==> src/rtl/uc_multiciclo.sv <==
// Multicycle control unit: FETCH/DECODE/EXECUTE/MEM/WB/HALT sequencer with retired-instruction counter.
// Optional macro UC_JAL_EN makes opcode 1101111 (jal) legal; otherwise it halts like any illegal opcode.
module uc_multiciclo (
  input  logic        clock,
  input  logic        reset,
  input  logic        run,
  input  logic [6:0]  opcode,
  output logic        weIR,
  output logic        wePC,
  output logic        weReg,
  output logic        weMem,
  output logic        sinalMux1,
  output logic [1:0]  sinalMux2,
  output logic        sinalMux4,
  output logic [1:0]  aluop,
  output logic        jump,
  output logic        done,
  output logic        erro,
  output logic [15:0] instr_count
);

  localparam logic [6:0] OP_R   = 7'b0110011;
  localparam logic [6:0] OP_LD  = 7'b0000011;
  localparam logic [6:0] OP_ST  = 7'b0100011;
  localparam logic [6:0] OP_BEQ = 7'b1100011;
  localparam logic [6:0] OP_JAL = 7'b1101111;

  typedef enum logic [2:0] {FETCH, DECODE, EXECUTE, MEM, WB, HALT} state_t;

  state_t      state, state_nxt;
  logic [6:0]  opcode_q;
  logic [15:0] instr_count_q;
  logic        is_r, is_ld, is_st, is_beq, is_jal, legal;

  assign is_r   = (opcode_q == OP_R);
  assign is_ld  = (opcode_q == OP_LD);
  assign is_st  = (opcode_q == OP_ST);
  assign is_beq = (opcode_q == OP_BEQ);
`ifdef UC_JAL_EN
  assign is_jal = (opcode_q == OP_JAL);
`else
  assign is_jal = 1'b0;
`endif
  assign legal  = is_r | is_ld | is_st | is_beq | is_jal;

  assign instr_count = instr_count_q;

  always_ff @(posedge clock or negedge reset) begin
    if (!reset) begin
      state         <= FETCH;
      opcode_q      <= '0;
      instr_count_q <= '0;
    end else begin
      state <= state_nxt;
      if (weIR) opcode_q <= opcode;
      if (done) instr_count_q <= instr_count_q + 16'd1;
    end
  end

  // Outputs are qualified by reset so enables drop the moment reset is asserted,
  // even though FETCH with run=1 would otherwise raise weIR combinationally.
  always_comb begin
    state_nxt = state;
    weIR      = 1'b0;
    wePC      = 1'b0;
    weReg     = 1'b0;
    weMem     = 1'b0;
    sinalMux1 = 1'b0;
    sinalMux2 = 2'b00;
    sinalMux4 = 1'b0;
    aluop     = 2'b00;
    jump      = 1'b0;
    done      = 1'b0;
    erro      = 1'b0;
    if (reset) begin
      case (state)
        FETCH: begin
          if (run) begin
            weIR      = 1'b1;
            state_nxt = DECODE;
          end
        end
        DECODE: state_nxt = legal ? EXECUTE : HALT;
        EXECUTE: begin
          if (is_r) begin
            aluop     = 2'b10;
            state_nxt = WB;
          end else if (is_ld || is_st) begin
            sinalMux1 = 1'b1;
            state_nxt = MEM;
          end else if (is_beq) begin
            aluop     = 2'b01;
            sinalMux4 = 1'b1;
            wePC      = 1'b1;
            done      = 1'b1;
            state_nxt = FETCH;
          end else if (is_jal) begin
            sinalMux4 = 1'b1;
            state_nxt = WB;
          end else begin
            state_nxt = HALT;
          end
        end
        MEM: begin
          sinalMux1 = 1'b1;
          if (is_st) begin
            weMem     = 1'b1;
            wePC      = 1'b1;
            done      = 1'b1;
            state_nxt = FETCH;
          end else begin
            state_nxt = WB;
          end
        end
        WB: begin
          weReg     = 1'b1;
          wePC      = 1'b1;
          done      = 1'b1;
          state_nxt = FETCH;
          if (is_r) begin
            aluop     = 2'b10;
            sinalMux2 = 2'b01;
          end else if (is_ld) begin
            sinalMux1 = 1'b1;
            sinalMux2 = 2'b00;
          end else begin
            sinalMux4 = 1'b1;
            jump      = 1'b1;
            sinalMux2 = 2'b10;
          end
        end
        HALT: erro = 1'b1;
        default: state_nxt = HALT;
      endcase
    end
  end

endmodule

==> config.mk <==
export PLATFORM = sky130hd
export DESIGN_NAME = uc_multiciclo
export DESIGN_NICKNAME = d
export VERILOG_FILES = /design/src/rtl/uc_multiciclo.sv
export SDC_FILE = /design/constraint.sdc
export NUM_CORES = 1
export LEC_CHECK = 0
export ABC_AREA = 1
export CORE_ASPECT_RATIO = 0.7
export CORE_MARGIN = 4
export CORE_UTILIZATION = 56
export CTS_BUF_LIST = sky130_fd_sc_hd__clkbuf_2
export CTS_CLUSTER_SIZE = 24
export DETAILED_ROUTE_END_ITERATION = 10
export GPL_TIMING_DRIVEN = 0
export PLACE_DENSITY = 0.88
export SLEW_MARGIN = 0
export SYNTH_ARGS = -nofsm -noshare
export SYNTH_HDL_FRONTEND = slang
export SYNTH_SLANG_ARGS = --single-unit
==> constraint.sdc <==
create_clock -name clock -period 2.3 [get_ports clock]
set_input_delay 0.46 -clock clock [delete_from_list [all_inputs] [get_ports clock]]
set_output_delay 0.46 -clock clock [all_outputs]
set_load 0.005 [all_outputs]
# --- Yosys cells after proc, flatten, opt, wreduce, memory -nomap -nowiden ---
# Cells that the tools add are included.
word_totals:
  ff_bits: 26
  wordCells: 65
  input_bits: 10
  out_inout_bits: 29
op_classes:
  n_reduce_logical: 3
  addsub: 1
  n_mux: 44
  n_bitwise: 4
  eq_ne: 10
op_table:
  columns: ["cell", "n"]
  rows:
  - ["1-bit two-way mux", 26]
  - ["3-bit two-way mux", 6]
  - ["3-bit case mux with 6 select lines", 1]
  - ["16-bit by 1-bit adder with 16-bit output, second input constant", 1]
  - ["7-bit by 6-bit == test with 1-bit output, second input constant", 2]
  - ["2-bit two-way mux", 7]
  - ["7-bit by 2-bit == test with 1-bit output, second input constant", 1]
  - ["7-bit == test, second input constant", 1]
  - ["3-bit by 2-bit == test with 1-bit output, second input constant", 2]
  - ["3-bit == test, second input constant", 2]
  - ["1-bit case mux with 3 select lines", 2]
  - ["2-bit case mux with 2 select lines", 1]
  - ["3-bit by 1-bit == test with 1-bit output, second input constant", 1]
  - ["3-bit zero test", 1]
  - ["1-bit bitwise OR", 3]
  - ["3-bit AND reduction", 1]
  - ["2-bit inequality test, second input constant", 1]
  - ["1-bit case mux with 2 select lines", 1]
  - ["1-bit logical OR", 1]
  - ["1-bit NOT", 1]

# --- Longest topological paths before layout ---
# Gate-level depths: netlist (run 1).
logic_depth:
  ltp_word: 6
  mapped_depth: 10
  mapped_depth_nobuf: 9

# --- Worst setup path before layout (run 1) ---
# Ideal clock, no wire load.
synth_timing:
  path_type: "flip-flop to output port"
  start: "register state[2]"
  end: "output port wePC"
  path_slack_ps: 507
  path_buffers: 2
  path_stages_with_launch: 10
  arrival_time_ps: 1333
  required_ps: 1840
  path_cell_list: "dfrtp_1 inv_2 nand2_2 nor2_4 nand3_2 nand3_4 nand2_4 buf_6 inv_1 buf_4"
synth_via:
  elab_chain_len: 3
  word_cells_on_any_way: 5
  classes_between: "eq/ne: 3; mux: 2"
synth_lines:
  columns: ["element", "line", "text"]
  rows:
  - ["start, declared", "30", "state_t state, state_nxt;"]
  - ["start signal, assigned", "54", "state <= state_nxt;"]
  - ["3-bit == test or 3-bit by 2-bit == test with 1-bit output (tied branches)", null, null]
  - ["1-bit case mux with 3 select lines (*)", null, null]
  - ["1-bit two-way mux (*)", null, null]
  - ["end, declared", "9", "output logic wePC,"]
# Mark *: on every way between the ends. The rest lies on a longest branch, timed or not.

# --- Final worst setup path (run 1) ---
layout_timing:
  start: "register opcode_q[3]"
  end: "output port sinalMux1"
layout_via:
  elab_chain_len: 6
  word_cells_on_any_way: 10
  classes_between: "eq/ne: 3; mux: 6; reduce/logical: 1"
layout_lines:
  columns: ["element", "line", "text"]
  rows:
  - ["start, declared", "31", "logic [6:0] opcode_q;"]
  - ["start signal, assigned", "55", "if (weIR) opcode_q <= opcode;"]
  - ["7-bit by 2-bit == test with 1-bit output or 7-bit by 6-bit == test with 1-bit output (tied branches)", "36, 37", null]
  - ["1-bit logical OR", "88", "end else if (is_ld || is_st) begin"]
  - ["1-bit two-way mux", "88", null]
  - ["1-bit two-way mux", "85", "if (is_r) begin"]
  - ["1-bit case mux with 3 select lines (*)", "76", "case (state)"]
  - ["1-bit two-way mux (*)", "75", "if (reset) begin"]
  - ["end, declared", "12", "output logic sinalMux1,"]
# Marked as above.

==> results of run 1 <==
-- cell usage in the layout, fill, tap and decap left out, types with 4 or more instances in the layout --
| cell type | count |
|---|---|
| sky130_fd_sc_hd__nand3_1 | 29 |
| sky130_fd_sc_hd__nand2_1 | 86 |
| sky130_fd_sc_hd__clkbuf_2 | 5 |
| sky130_fd_sc_hd__o21ai_0 | 8 |
| sky130_fd_sc_hd__nor2_1 | 25 |
| sky130_fd_sc_hd__nand4_1 | 7 |
| sky130_fd_sc_hd__xnor2_1 | 5 |
| sky130_fd_sc_hd__nand2_2 | 7 |
| sky130_fd_sc_hd__clkdlybuf4s50_1 | 25 |
| sky130_fd_sc_hd__inv_1 | 18 |
| sky130_fd_sc_hd__inv_2 | 6 |
| sky130_fd_sc_hd__nor2_2 | 4 |
| sky130_fd_sc_hd__nor2_4 | 6 |
| sky130_fd_sc_hd__dfrtp_1 | 23 |
| sky130_fd_sc_hd__buf_4 | 36 |
-- worst reg2reg max path: cells and delay by family (launching register included) --
family | cells | cell delay (ns)
and+or+nand+nor | 6 | 0.67
DFF | 1 | 0.44
buffers and inverters | 6 | 0.73
-- metrics by stage --
stage / std cells / instance area (µm²)
6_report: 362 / 2500
5_1_grt: 362 / 2500
4_1_cts: 358 / 2420
3_5_place_dp: 327 / 2130
3_3_place_gp: 327 / 2130
2_1_floorplan: 253 / 1700
-- power groups by stage --
stage / clock (µW) / combinational (µW) / sequential, µW
2_1_floorplan: 0 / 460 / 667
3_3_place_gp: 0 / 693 / 681
3_5_place_dp: 0 / 714 / 686
4_1_cts: 295 / 1000 / 680
5_1_grt: 314 / 1260 / 711
6_report: 299 / 1190 / 701
-- cells in the mapped netlist --
cell type / n
sky130_fd_sc_hd__nand3_2: 1
sky130_fd_sc_hd__nand2_2: 1
sky130_fd_sc_hd__xor2_1: 3
sky130_fd_sc_hd__nand3_4: 1
sky130_fd_sc_hd__nand3b_1: 2
sky130_fd_sc_hd__dfrtp_1: 26
sky130_fd_sc_hd__nor2_1: 32
sky130_fd_sc_hd__nor3_1: 3
sky130_fd_sc_hd__nand3_1: 31
sky130_fd_sc_hd__nor2_2: 2
sky130_fd_sc_hd__nor4_1: 1
sky130_fd_sc_hd__buf_2: 1
sky130_fd_sc_hd__buf_6: 1
sky130_fd_sc_hd__ha_1: 1
sky130_fd_sc_hd__buf_1: 1
sky130_fd_sc_hd__nand4_1: 7
sky130_fd_sc_hd__nor2_4: 1
sky130_fd_sc_hd__buf_4: 4
sky130_fd_sc_hd__o21ai_0: 8
sky130_fd_sc_hd__inv_2: 3
sky130_fd_sc_hd__nand2_1: 92
sky130_fd_sc_hd__xnor2_1: 5
sky130_fd_sc_hd__inv_1: 23
sky130_fd_sc_hd__a21oi_1: 2
sky130_fd_sc_hd__nand2_4: 1
-- final cells by class --
cell class	instances	area share, %
tap	36	1.80
clock buffer	3	0.601
multi-input combinational	194	39.7
timing repair buffer	71	25.1
clock inverter	1	1.20
sequential	26	26.2
inverter	26	4.11
buffer	5	1.25
-- per-layer routing --
layer	routed length (µm)	share of wire (%)	vias up	GRT usage [%]
met5	0	0	-	0
li1	-	-	947	-
met3	765	12	63	6.53
met4	415	6.5	0	9.04
met1	2350	37	967	40.2
met2	2820	44	208	47.4
-- what timing repair did --
item / CTS / global route
endpoints found under the setup margin: 33 / 13
gates resized for setup: 40 / 32
pin swaps: 8 / 6
hold buffers: 1 / 0
endpoints found under the hold margin: 26 / 0
cloned: 0 / 0
buffers inserted: 27 / 5
-- sequential cells by signal, summed over array words and instances (netlist names) --
name and cells:
opcode_q 7, state 3, instr_count 16
-- final timing paths --
path | startpoint | to | slack (ns) | cells after the start
max | opcode_q[3] | sinalMux1 | -0.03 | 8
max reg2reg | opcode_q[2] | state[0] | 0.43 | 12
min reg2reg | opcode_q[0] | opcode_q[0] | 0.56 | 2
min in group clock | opcode_q[0] | opcode_q[0] | 0.56 | 2
max in group asynchronous | reset | opcode_q[5] | 2.09 | 2
min | reset | opcode_q[2] | 0.05 | 2
-- cells by family (layout without fill, tap and decap cells) --
| group | Yosys count | count (layout) | synth area share (%) |
|---|---|---|---|
| fa+ha+maj | 1 | 1 | 0.736 |
| flops | 26 | 26 | 38.3 |
| compound gates | 10 | 10 | 2.94 |
| xor+xnor | 8 | 8 | 4.12 |
| simple gates | 175 | 175 | 45.3 |
| buf+inv | 33 | 106 | 8.68 |
==> impl_metrics.json, run 1 <==
{
  "grt.overflow.total": 0,
  "pin_count_of_the_biggest_net_entering_global_routing": 27,
  "routed_wire_length_per_instance_um": 17.5,
  "setup_repair_after_global_routing_missed_its_margin": "yes",
  "finalSetupViolCount": 3,
  "floorplan.core_area_um2": 2840,
  "worstSetupStartpointType": "flip-flop",
  "grt_first_pass_wirelength_mm": 8.91,
  "share_of_cells_above_drive_strength_1_pct": 26.1,
  "ctsRootBufferMaster": "sky130_fd_sc_hd__clkbuf_2",
  "post_synth_instance_area_um2": 1700,
  "worst-endpoint-arrival_ns": 1.87,
  "synth_warnings": 0,
  "failed_checks": "setup timing",
  "synth.top_cells.by_area": "sky130_fd_sc_hd__dfrtp_1 38%, sky130_fd_sc_hd__nand2_1 20%, sky130_fd_sc_hd__nand3_1 9.1%, sky130_fd_sc_hd__nor2_1 7.1%, sky130_fd_sc_hd__inv_1 5.1%",
  "fin_total_pwr_uw": 2190,
  "drv.max_cap_violation_count": 0,
  "die_area_um2": 4000,
  "cts_sinks": 26,
  "critical_path_required_ns": 1.84,
  "clockBufferDepth": 2,
  "numCtsBuffers": 3,
  "clock_insertion_delay_worst_skew_ns": 0.39,
  "detail_route.iter0.violations": 303,
  "cts.reportedPaths.clkPinSlew_ns": 0.25,
  "power_per_cell_area_nw_per_um2": 876,
  "per_cell_via_count_in_the_routed_design": 6.04,
  "cp-end-kind": "primary output",
  "final.setup.worst_slack_ns": -0.0260,
  "place_ws_ns": -1.48,
  "via_count": 2185,
  "timing.final.max_slew_violations": 0,
  "footprint_of_the_multi_input_gates_um2": 992,
  "detailedRoute.firstPassIterationCount": 6,
  "fillCellCount": 143,
  "cts_tree": "done",
  "critical_path_class": "flip-flop to primary output",
  "layout.nets": 338,
  "hold_violation_count_in_the_final_report": 0,
  "cts_max_level": 1,
  "critical-path-max-stage-delay_ns": 0.49,
  "seqPwrFrac_pct": 32.0,
  "start_util_pct": 59.8,
  "detailedPlacementHpwl_mm": 3.14,
  "post_synth_num_cell_types": 25,
  "drt.antenna.violating_nets": 0,
  "io_buffers": 38,
  "avgSynthCellArea_um2": 6.72,
  "syn-num-nets": 264,
  "crit_chain": "inv_2, nand2_2, nor2_4, buf_6, buf_4, nand4_1, a21oi_1, buf_2",
  "area_growth_pct": 46.9,
  "critical_path.top_delay_family": "flip-flops",
  "sequential_element_share_of_the_synthesized_area_pct": 38.3,
  "post-route-drc-count": 0,
  "period_minus_slack_ns": 2.33,
  "gp_congestion": 0.918,
  "io_pins": 39,
  "die_h_um": 54.1,
  "max-vdd-ir-drop_mv": 0.796,
  "finalClockSkew_ns": 0.00629,
  "final_min_period_over_clock_period_pct": 101,
  "synthDominantCellAreaShare_pct": 38.3,
  "min-delay-path-class": "input pin to async pin",
  "layout.core_utilization_pct": 87.9,
  "area.sequential_um2": 654,
  "totalNegativeSetupSlack_ns": -0.0329,
  "clock.fmax_ghz": 0.430,
  "tightestPinTransition_ns": 0.531,
  "n_antenna_cell": 0,
  "post_synth_inst_count": 253,
  "run_status": "finished with violations",
  "power_leakage_uw": 0.00127,
  "relSlewSlack_pct": 64.6,
  "critical_path_fanout_max": 6,
  "grt_util_all_layers_pct": 29.6,
  "combPwrFrac_pct": 54.3,
  "antenna_violations_before_repair": 0,
  "rows": 16,
  "power.switching_uw": 907,
  "vias_in_the_first_global_route": 1875,
  "hold-worst-slack_ns": 0.0474,
  "p_int_uw": 1280,
  "netSwitchingFraction_pct": 41.4,
  "routed_wire_length_mm": 6.35,
  "floorplan.die.width_um": 73.9,
  "p_clk_share_pct": 13.7,
  "slowest_stage": "sky130_fd_sc_hd__dfrtp_1",
  "cell_type_contributing_the_most_total_cell_area_after_synthesis": "sky130_fd_sc_hd__dfrtp_1",
  "ys_seq_elements": 26,
  "worstPathBufferInverterCount": 4
}
Note: power is estimated with default switching activity, not from simulation.
==> run 2: changes to the inputs <==
--- a/config.mk
+++ b/config.mk
@@ -6,14 +6,13 @@
 export NUM_CORES = 1
 export LEC_CHECK = 0
 export ABC_AREA = 1
-export CORE_ASPECT_RATIO = 0.7
 export CORE_MARGIN = 4
 export CORE_UTILIZATION = 56
 export CTS_BUF_LIST = sky130_fd_sc_hd__clkbuf_2
 export CTS_CLUSTER_SIZE = 24
 export DETAILED_ROUTE_END_ITERATION = 10
 export GPL_TIMING_DRIVEN = 0
-export PLACE_DENSITY = 0.88
+export PLACE_DENSITY_LB_ADDON = 0.08
 export SLEW_MARGIN = 0
 export SYNTH_ARGS = -nofsm -noshare
 export SYNTH_HDL_FRONTEND = slang
==> impl_metrics.json, run 2 (synthesis gave the netlist of run 1 again) <==
{
  "grt_first_pass_wirelength_mm": 8.05,
  "design_area_um2": 2380,
  "cts.reportedPaths.clkPinSlew_ns": 0.27,
  "final_cells": 344,
  "drv.max_cap_violation_count": 0,
  "drt.antenna.violating_nets": 0,
  "cts_sinks": 26,
  "power_leakage_uw": 0.00119,
  "most-common-layout-cells": "87 x sky130_fd_sc_hd__nand2_1, 29 x sky130_fd_sc_hd__nand3_1, 25 x sky130_fd_sc_hd__nor2_1, 25 x sky130_fd_sc_hd__clkdlybuf4s50_1, 23 x sky130_fd_sc_hd__dfrtp_1",
  "layout.nets": 325,
  "leading_cell_type_in_the_layout_fill_and_taps_excluded": "sky130_fd_sc_hd__nand2_1",
  "critical_path_fanout_max": 4,
  "ctsRootBufferMaster": "sky130_fd_sc_hd__clkbuf_2",
  "cts_tree": "done",
  "slowest_stage": "sky130_fd_sc_hd__dfrtp_1",
  "grt.overflow.total": 0,
  "crit_chain": "inv_2, nand2_4, nor2_4, buf_4, nand4_1, a21oi_1, buf_2",
  "place_inst": 322,
  "clock_insertion_delay_worst_skew_ns": 0.36,
  "worstSetupStartpointType": "flip-flop",
  "detailedRoute.firstPassIterationCount": 4,
  "cp-end-kind": "primary output",
  "critical_path.top_delay_family": "flip-flops",
  "vias_in_the_first_global_route": 1751,
  "start_util_pct": 60.1,
  "min-delay-path-class": "input pin to async pin",
  "n_antenna_cell": 0,
  "fin_total_pwr_uw": 1970,
  "via_count": 1893,
  "pin_count_of_the_biggest_net_entering_global_routing": 27,
  "io_pins": 39,
  "io_buffers": 38,
  "hold-worst-slack_ns": 0.0288,
  "floorplan.core_area_um2": 2830,
  "per_cell_via_count_in_the_routed_design": 5.50,
  "detail_route.iter0.violations": 143,
  "fillCellCount": 182,
  "detailed_place.area_um2": 2120,
  "worstPathBufferInverterCount": 3,
  "routed_wire_length_per_instance_um": 14.2,
  "period_minus_slack_ns": 2.25,
  "critical-path-max-stage-delay_ns": 0.48,
  "clock.fmax_ghz": 0.445,
  "critical_path_class": "flip-flop to primary output",
  "setup_repair_after_global_routing_missed_its_margin": "yes",
  "floorplan.die.width_um": 63.1,
  "clockBufferDepth": 2,
  "grt_util_all_layers_pct": 25.0,
  "post-route-drc-count": 0,
  "final_min_period_over_clock_period_pct": 97.8,
  "timing.final.max_slew_violations": 0,
  "share_of_cells_above_drive_strength_1_pct": 22.0,
  "power_per_cell_area_nw_per_um2": 827,
  "rows": 19,
  "area.sequential_um2": 654,
  "footprint_of_the_multi_input_gates_um2": 992,
  "die_area_um2": 3980,
  "run_status": "complete, no violations",
  "relSlewSlack_pct": 67.1,
  "final.setup.worst_slack_ns": 0.0516,
  "detailedPlacementHpwl_mm": 2.96,
  "numCtsBuffers": 3,
  "die_h_um": 63.1,
  "max-vdd-ir-drop_mv": 0.644,
  "hold_violation_count_in_the_final_report": 0,
  "tightestPinTransition_ns": 0.493,
  "antenna_violations_before_repair": 0,
  "area_growth_pct": 40.1,
  "critical_path_required_ns": 1.84,
  "finalSetupViolCount": 0,
  "worst-endpoint-arrival_ns": 1.79,
  "place_ws_ns": -1.52,
  "largest_reg_flops": 16,
  "gp_congestion": 0.919,
  "routed_wire_length_mm": 4.89,
  "finalClockSkew_ns": 0.00195,
  "cts_max_level": 1
}
run 2: cell count changes in the layout (fill, tap and decap cells not counted), moves of 2 or more:
cell,delta
sky130_fd_sc_hd__buf_4,-15
sky130_fd_sc_hd__dlygate4sd2_1,+4
sky130_fd_sc_hd__dlymetal6s2s_1,-2
sky130_fd_sc_hd__nand2_2,-2
run 2: final timing paths:
kind,from,end,slack (ns),depth (start not counted)
setup reg to reg,opcode_q[4],instr_count[4],0.65,9
hold reg to reg,opcode_q[1],opcode_q[1],0.54,2
max in group asynchronous,reset,state[1],2.11,2
setup / recovery,state[2],sinalMux1,0.05,7
hold / removal,reset,instr_count[2],0.03,2
min in group clock,opcode_q[1],opcode_q[1],0.54,2
run 2: cell type report:
class,instances,area share [%]
clock inverter,1,1.26
clock buffer,3,0.630
multi-input combinational,194,41.6
buffer,5,1.31
sequential,26,27.5
timing repair buffer,58,21.8
tap,31,1.63
inverter,26,4.20
run 2: per-layer routing:
| metal | vias to the layer above | GRT usage [%] | share of wire [%] |
|---|---|---|---|
| met5 | - | 0 | 0 |
| met4 | 0 | 6.34 | 2.5 |
| met3 | 14 | 3.55 | 6.4 |
| met2 | 91 | 46.5 | 51 |
| met1 | 865 | 30.0 | 40 |
| li1 | 923 | - | - |
run 2: worst reg2reg max path, stage by stage, from the launching register on:
cell and delay [ns]:
sky130_fd_sc_hd__dfrtp_1 0.46, sky130_fd_sc_hd__inv_2 0.10, sky130_fd_sc_hd__nand3_1 0.11, sky130_fd_sc_hd__nor2_2 0.20, sky130_fd_sc_hd__nand2_2 0.10, sky130_fd_sc_hd__nand3_4 0.12
sky130_fd_sc_hd__buf_4 0.18, sky130_fd_sc_hd__buf_4 0.18, sky130_fd_sc_hd__nand3_1 0.09, sky130_fd_sc_hd__nand2_1 0.09
run 2: per-stage QoR:
| step | setup TNS, ns | util [%] |
|---|---|---|
| final | 0 | 84.2 |
| after global routing | -0.0909 | 84.2 |
| after CTS | 0 | 83.0 |
| after detailed placement | -30.51 | 74.9 |
| after global placement | -30.46 | 74.9 |
| after floorplan | 0 | - |
run 2: repair_timing:
item | CTS | global route
gates resized for setup | 47 | 18
buffers inserted | 16 | 3
cloned | 0 | 0
setup endpoints to repair | 33 | 11
hold endpoints to repair | 26 | 0
pin swaps | 10 | 5
hold buffers | 1 | 0
run 2: report_power, final:
part	switching, µW	internal [µW]	leakage, µW
clock network	150	149	0.0000266
registers	120	568	0.000338
logic	542	442	0.000827
total	811	1160	0.00119
